==> src/rtl/soc_msp430_ram_arbiter.sv <==
// Two-master arbiter in front of a single-port 16-bit data RAM. The CPU data bus and a DMA
// master share the macro; one access is granted per cycle under a fixed, swappable priority.
// A starvation counter forces the low-priority master through after STARVE_MAX lost cycles.
module soc_msp430_ram_arbiter #(
  parameter int unsigned ADDR_MSB   = 6,
  parameter int unsigned STARVE_MAX = 3
) (
  input  logic              mclk,
  input  logic              puc_rst,
  // CPU data bus
  input  logic              cpu_en,
  input  logic [ADDR_MSB:0] cpu_addr,
  input  logic [1:0]        cpu_wen,
  input  logic [15:0]       cpu_din,
  output logic              cpu_ack,
  output logic [15:0]       cpu_dout,
  output logic              cpu_dvalid,
  // DMA master
  input  logic              dma_en,
  input  logic [ADDR_MSB:0] dma_addr,
  input  logic [1:0]        dma_wen,
  input  logic [15:0]       dma_din,
  output logic              dma_ack,
  output logic [15:0]       dma_dout,
  output logic              dma_dvalid,
  input  logic              dma_prio,
  // RAM macro
  output logic [ADDR_MSB:0] ram_addr,
  output logic              ram_cen,
  output logic [1:0]        ram_wen,
  output logic [15:0]       ram_din,
  input  logic [15:0]       ram_dout
);

  localparam logic [3:0] LP_STARVE_MAX = 4'(STARVE_MAX);

  typedef enum logic {OwnCpu, OwnDma} owner_e;

  logic [3:0] r_starve_cnt;
  logic [3:0] w_starve_cnt_nxt;
  logic       r_prio;
  logic       r_rd_pend;
  owner_e     r_owner;

  logic w_hi_en;
  logic w_lo_en;
  logic w_contend;
  logic w_force_lo;
  logic w_gnt_cpu;
  logic w_gnt_dma;
  logic w_lo_gnt;
  logic w_gnt_read;

  // dma_prio selects which master is "high"; the other one is guarded by the counter.
  assign w_hi_en    = dma_prio ? dma_en : cpu_en;
  assign w_lo_en    = dma_prio ? cpu_en : dma_en;
  assign w_contend  = w_hi_en & w_lo_en;
  assign w_force_lo = (r_starve_cnt == LP_STARVE_MAX);

  // Per-cycle grant decision; nothing is granted while reset is held.
  always_comb begin
    w_gnt_cpu = 1'b0;
    w_gnt_dma = 1'b0;
    if (!puc_rst) begin
      if (w_contend) begin
        // Low-priority master wins only when the starvation limit is reached.
        w_gnt_cpu = w_force_lo ? dma_prio : ~dma_prio;
        w_gnt_dma = w_force_lo ? ~dma_prio : dma_prio;
      end else begin
        w_gnt_cpu = cpu_en;
        w_gnt_dma = dma_en;
      end
    end
  end

  assign w_lo_gnt   = dma_prio ? w_gnt_cpu : w_gnt_dma;
  assign w_gnt_read = (w_gnt_cpu & (cpu_wen == 2'b11)) | (w_gnt_dma & (dma_wen == 2'b11));
  assign cpu_ack    = w_gnt_cpu;
  assign dma_ack    = w_gnt_dma;

  // Steer the granted master onto the RAM strobes; idle bus is parked at inactive values.
  always_comb begin
    ram_cen  = 1'b1;
    ram_wen  = 2'b11;
    ram_addr = '0;
    ram_din  = 16'h0000;
    if (w_gnt_cpu) begin
      ram_cen  = 1'b0;
      ram_wen  = cpu_wen;
      ram_addr = cpu_addr;
      ram_din  = cpu_din;
    end else if (w_gnt_dma) begin
      ram_cen  = 1'b0;
      ram_wen  = dma_wen;
      ram_addr = dma_addr;
      ram_din  = dma_din;
    end
  end

  // Starvation counter next state: counts cycles the low-priority master loses contention.
  always_comb begin
    w_starve_cnt_nxt = r_starve_cnt;
    if (w_lo_gnt || !w_lo_en || (dma_prio != r_prio)) begin
      w_starve_cnt_nxt = 4'd0;
    end else if (r_starve_cnt < LP_STARVE_MAX) begin
      // Low master requesting and not granted implies contention lost to the high master.
      w_starve_cnt_nxt = r_starve_cnt + 4'd1;
    end
  end

  // Arbitration state: starvation counter and registered priority select.
  always_ff @(posedge mclk or posedge puc_rst) begin
    if (puc_rst) begin
      r_starve_cnt <= 4'd0;
      r_prio       <= 1'b0;
    end else begin
      r_starve_cnt <= w_starve_cnt_nxt;
      r_prio       <= dma_prio;
    end
  end

  // Read tracking: remember who issued the read so the returning data is steered to it.
  always_ff @(posedge mclk or posedge puc_rst) begin
    if (puc_rst) begin
      r_rd_pend <= 1'b0;
      r_owner   <= OwnCpu;
    end else begin
      r_rd_pend <= w_gnt_read;
      if (w_gnt_read) begin
        r_owner <= w_gnt_dma ? OwnDma : OwnCpu;
      end
    end
  end

  assign cpu_dvalid = r_rd_pend & (r_owner == OwnCpu);
  assign dma_dvalid = r_rd_pend & (r_owner == OwnDma);
  assign cpu_dout   = cpu_dvalid ? ram_dout : 16'h0000;
  assign dma_dout   = dma_dvalid ? ram_dout : 16'h0000;

endmodule

==> config.mk <==
export PLATFORM = sky130hd
export DESIGN_NAME = soc_msp430_ram_arbiter
export DESIGN_NICKNAME = d
export VERILOG_FILES = /design/src/rtl/soc_msp430_ram_arbiter.sv
export SDC_FILE = /design/constraint.sdc
export NUM_CORES = 1
export LEC_CHECK = 0
export ABC_AREA = 1
export CAP_MARGIN = 15
export CORE_MARGIN = 2
export CORE_UTILIZATION = 26
export DETAILED_ROUTE_END_ITERATION = 10
export GPL_TIMING_DRIVEN = 0
export PLACE_DENSITY_LB_ADDON = 0.12
export SLEW_MARGIN = 10
export SYNTH_ARGS = -nofsm -noshare
export SYNTH_HDL_FRONTEND = slang
export SYNTH_SLANG_ARGS = --single-unit
==> constraint.sdc <==
create_clock -name mclk -period 2.5 [get_ports mclk]
set_clock_uncertainty 0.2 [all_clocks]
set_input_delay 0.375 -clock mclk [delete_from_list [all_inputs] [get_ports mclk]]
set_output_delay 0.375 -clock mclk [all_outputs]
set_load 0.02 [all_outputs]
==> results.json <==
{
  "required_ns": 1.92,
  "min_to": "r_prio$_DFF_PP0_",
  "finalCritPeriodShare_pct": 95.3,
  "p_sw_uw": 206,
  "crit_path_end_kind": "output port",
  "clk_latency_ns": 0.22,
  "syn2layout_area_growth_pct": 141,
  "p_clk_share_pct": 25.5,
  "ys_types": 19,
  "drc_errors": 0,
  "yosys_warnings": 0,
  "worstPathArrival_ns": 1.81,
  "crit_path_start": "r_starve_cnt[0]$_DFFE_PP0P_",
  "vias_per_cell": 4.07,
  "synth_top_area_share_pct": 32.6,
  "syn-num-nets": 257,
  "r2r-end": "r_starve_cnt[1]$_DFFE_PP0P_",
  "ys_top_cells_by_count": "nand2_1, nor2_1, inv_1",
  "async_flop_share_pct": 100,
  "antenna_left": 0,
  "power.total_uw": 614,
  "htreeDepth": 1,
  "grt_pass1_vias": 1297,
  "r2r_start": "r_starve_cnt[0]$_DFFE_PP0P_",
  "max_clock_freq_ghz": 0.420,
  "synth_cells": 185,
  "max_slew_margin_pct": 82.7,
  "seq_power_share_pct": 20.2,
  "cts.path.max_buffers": 2,
  "crit_slowest_cell": "dfrtp_1",
  "finalMaxSlewViolations": 0,
  "core_sq_um": 3610,
  "routed_wl_um": 3650,
  "drv_cap": 0,
  "post-cts-setup-buffers": 0,
  "fin_area_sq_um": 2300,
  "critical_path_class": "reg2out",
  "path_cells": "ha_1 -> nand2_2 -> nand2_2 -> nand3_2 -> nand2_4 -> inv_4 -> buf_6 -> nand2_1 -> nand2_1 -> clkdlybuf4s15_2",
  "status": "completed",
  "clk_pin_slew_worst_paths_ns": 0.04,
  "cts_tree": "built",
  "final_layout_size_suffix_gt1_share_pct": 12.5,
  "intPower_uw": 408,
  "r2r_slack_ns": 0.97,
  "fin_util_pct": 63.8,
  "syn_area_sq_um": 956,
  "holdWs_ns": 0.329,
  "io_pins": 133,
  "wl_per_cell_um": 9.90,
  "cts_sinks": 7,
  "hold_start": "dma_prio",
  "antenna_cells": 0,
  "hold_viol": 0,
  "finalNonFillerCells": 369,
  "p_leak_nw": 1.22,
  "yosysSeqAreaShare_pct": 18.3,
  "peakVddDrop_uv": 127,
  "hp-class": "in2reg",
  "pre_cts_ws_ns": -0.382,
  "grt_max_degree": 11,
  "cp-start-kind": "flip-flop",
  "place_area_sq_um": 2340,
  "place.gp.congestion": 0.721,
  "yosys_register_bits": 7,
  "cts-hold-fix-buffers": 0,
  "hold_depth": 1,
  "final_nets": 394,
  "setup_ws_ns": 0.118,
  "cp_slowest_stage_delay_ns": 0.39,
  "rows": 22,
  "worst_pin_slew_ns": 0.259,
  "setup_violations": 0,
  "yosys.area.top_type": "nand2_1",
  "avgSynthCellArea_sq_um": 5.17,
  "synth_edf_count": 0,
  "track_usage_pct": 16.9,
  "root_buffer": "clkbuf_8",
  "power_density_nw_per_um2": 267,
  "grt_pass1_wl_um": 5780,
  "path_max_fanout": 10,
  "yosysMostFrequentCell": "nand2_1",
  "place_inst": 365,
  "synthFlopType": "dfrtp_1",
  "firstDrtPassIters": 4,
  "die_w_um": 64.6,
  "dp_hpwl_um": 3190,
  "tns_ns": 0,
  "synth_area_leaders": "nand2_1, dfrtp_1, nor2_1, inv_1, buf_6",
  "vias": 1503,
  "power.share.combinational_pct": 54.3,
  "reg2reg_depth": 7,
  "die_height_um": 64.6,
  "finalCriticalPeriod_ns": 2.38,
  "start_util_pct": 26.5,
  "die-area_sq_um": 4180,
  "cts_buffers": 3,
  "grt_overflow": 0,
  "io_buffers": 132,
  "antenna_found_initial": 0,
  "switching_share_pct": 33.5,
  "drt_iter0_markers": 39
}
==> cells in the final DEF, fill, tap and decap left out <==
| master | netlist | final |
|---|---|---|
| buf_2 | 0 | 1 |
| dfrtp_1 | 7 | 7 |
| nor2_1 | 36 | 34 |
| xor2_1 | 1 | 1 |
| and3_1 | 1 | 1 |
| buf_6 | 4 | 4 |
| nand3_2 | 2 | 2 |
| o21ai_0 | 3 | 3 |
| nor3_1 | 1 | 1 |
| inv_4 | 2 | 2 |
| clkdlybuf4s15_2 | 0 | 1 |
| dlymetal6s2s_1 | 0 | 1 |
| clkbuf_2 | 0 | 19 |
| nand2_4 | 2 | 2 |
| ha_1 | 1 | 1 |
| dlygate4sd2_1 | 0 | 9 |
| a21oi_1 | 5 | 5 |
| clkbuf_1 | 2 | 1 |
| nor2_4 | 1 | 3 |
| clkbuf_8 | 0 | 3 |
| nand2_1 | 83 | 83 |
| nand3_1 | 3 | 3 |
| nand2_2 | 3 | 3 |
| nand3b_1 | 1 | 1 |
| clkdlybuf4s50_1 | 0 | 103 |
| inv_1 | 27 | 27 |
==> layer usage <==
metal / vias up / GRT usage (%) / part of all wire, %
met4: 0 / 5.05 / 0.79
met3: 2 / 5.38 / 12
met2: 86 / 31.6 / 49
met1: 603 / 18.0 / 38
met5: - / 0 / 0
li1: 812 / - / -
==> what timing repair did <==
item / CTS / global route
setup endpoints to repair: 27 / 40
gates cloned: 0 / 0
gates resized for setup: 34 / 42
==> state kept, by name (all words and copies together) (netlist names) <==
signal,flops
r_prio,1
r_owner,1
r_rd_pend,1
r_starve_cnt,4
==> power groups by stage <==
stage | combinational [mW] | sequential (mW) | clock (mW)
2_1_floorplan | 0.145 | 0.125 | 0
3_3_place_gp | 0.359 | 0.125 | 0
3_5_place_dp | 0.360 | 0.126 | 0
4_1_cts | 0.340 | 0.124 | 0.162
5_1_grt | 0.363 | 0.125 | 0.167
6_report | 0.334 | 0.124 | 0.156
==> cell type report <==
cell class | instances | area, sq um
inverters | 29 | 114
fillers | 354 | 1300
repair buffers | 132 | 1220
multi-input cells | 143 | 629
clock buffers | 4 | 45.0
flip-flops and latches | 7 | 175
plain buffers | 6 | 55.1
well taps | 48 | 60.1
==> worst max path at each step <==
stage	to	slack (ns)
after floorplan	ram_addr[0]	0.60
after global placement	ram_din[3]	-0.36
after detailed placement	ram_din[3]	-0.38
after CTS	ram_din[5]	0.00005
after global routing	ram_din[4]	-0.001
final	ram_din[4]	0.12
==> worst max-delay path, delay by kind of cell, from the launching register on <==
kind          cells  cell delay, ns
flops             1            0.39
fa+ha+maj         1            0.24
simple gates      6            0.45
buf+inv           3            0.49
==> cell families (layout without fill, tap and decap cells) <==
kind of cell,after synthesis,count (layout),share of synthesized area [%]
buf+inv,35,171,17.4
xor+xnor,1,1,0.916
compound gates,8,8,4.19
fa+ha+maj,1,1,1.31
simple gates,133,133,57.9
flops,7,7,18.3
Note: power is estimated with default switching activity, not from simulation.
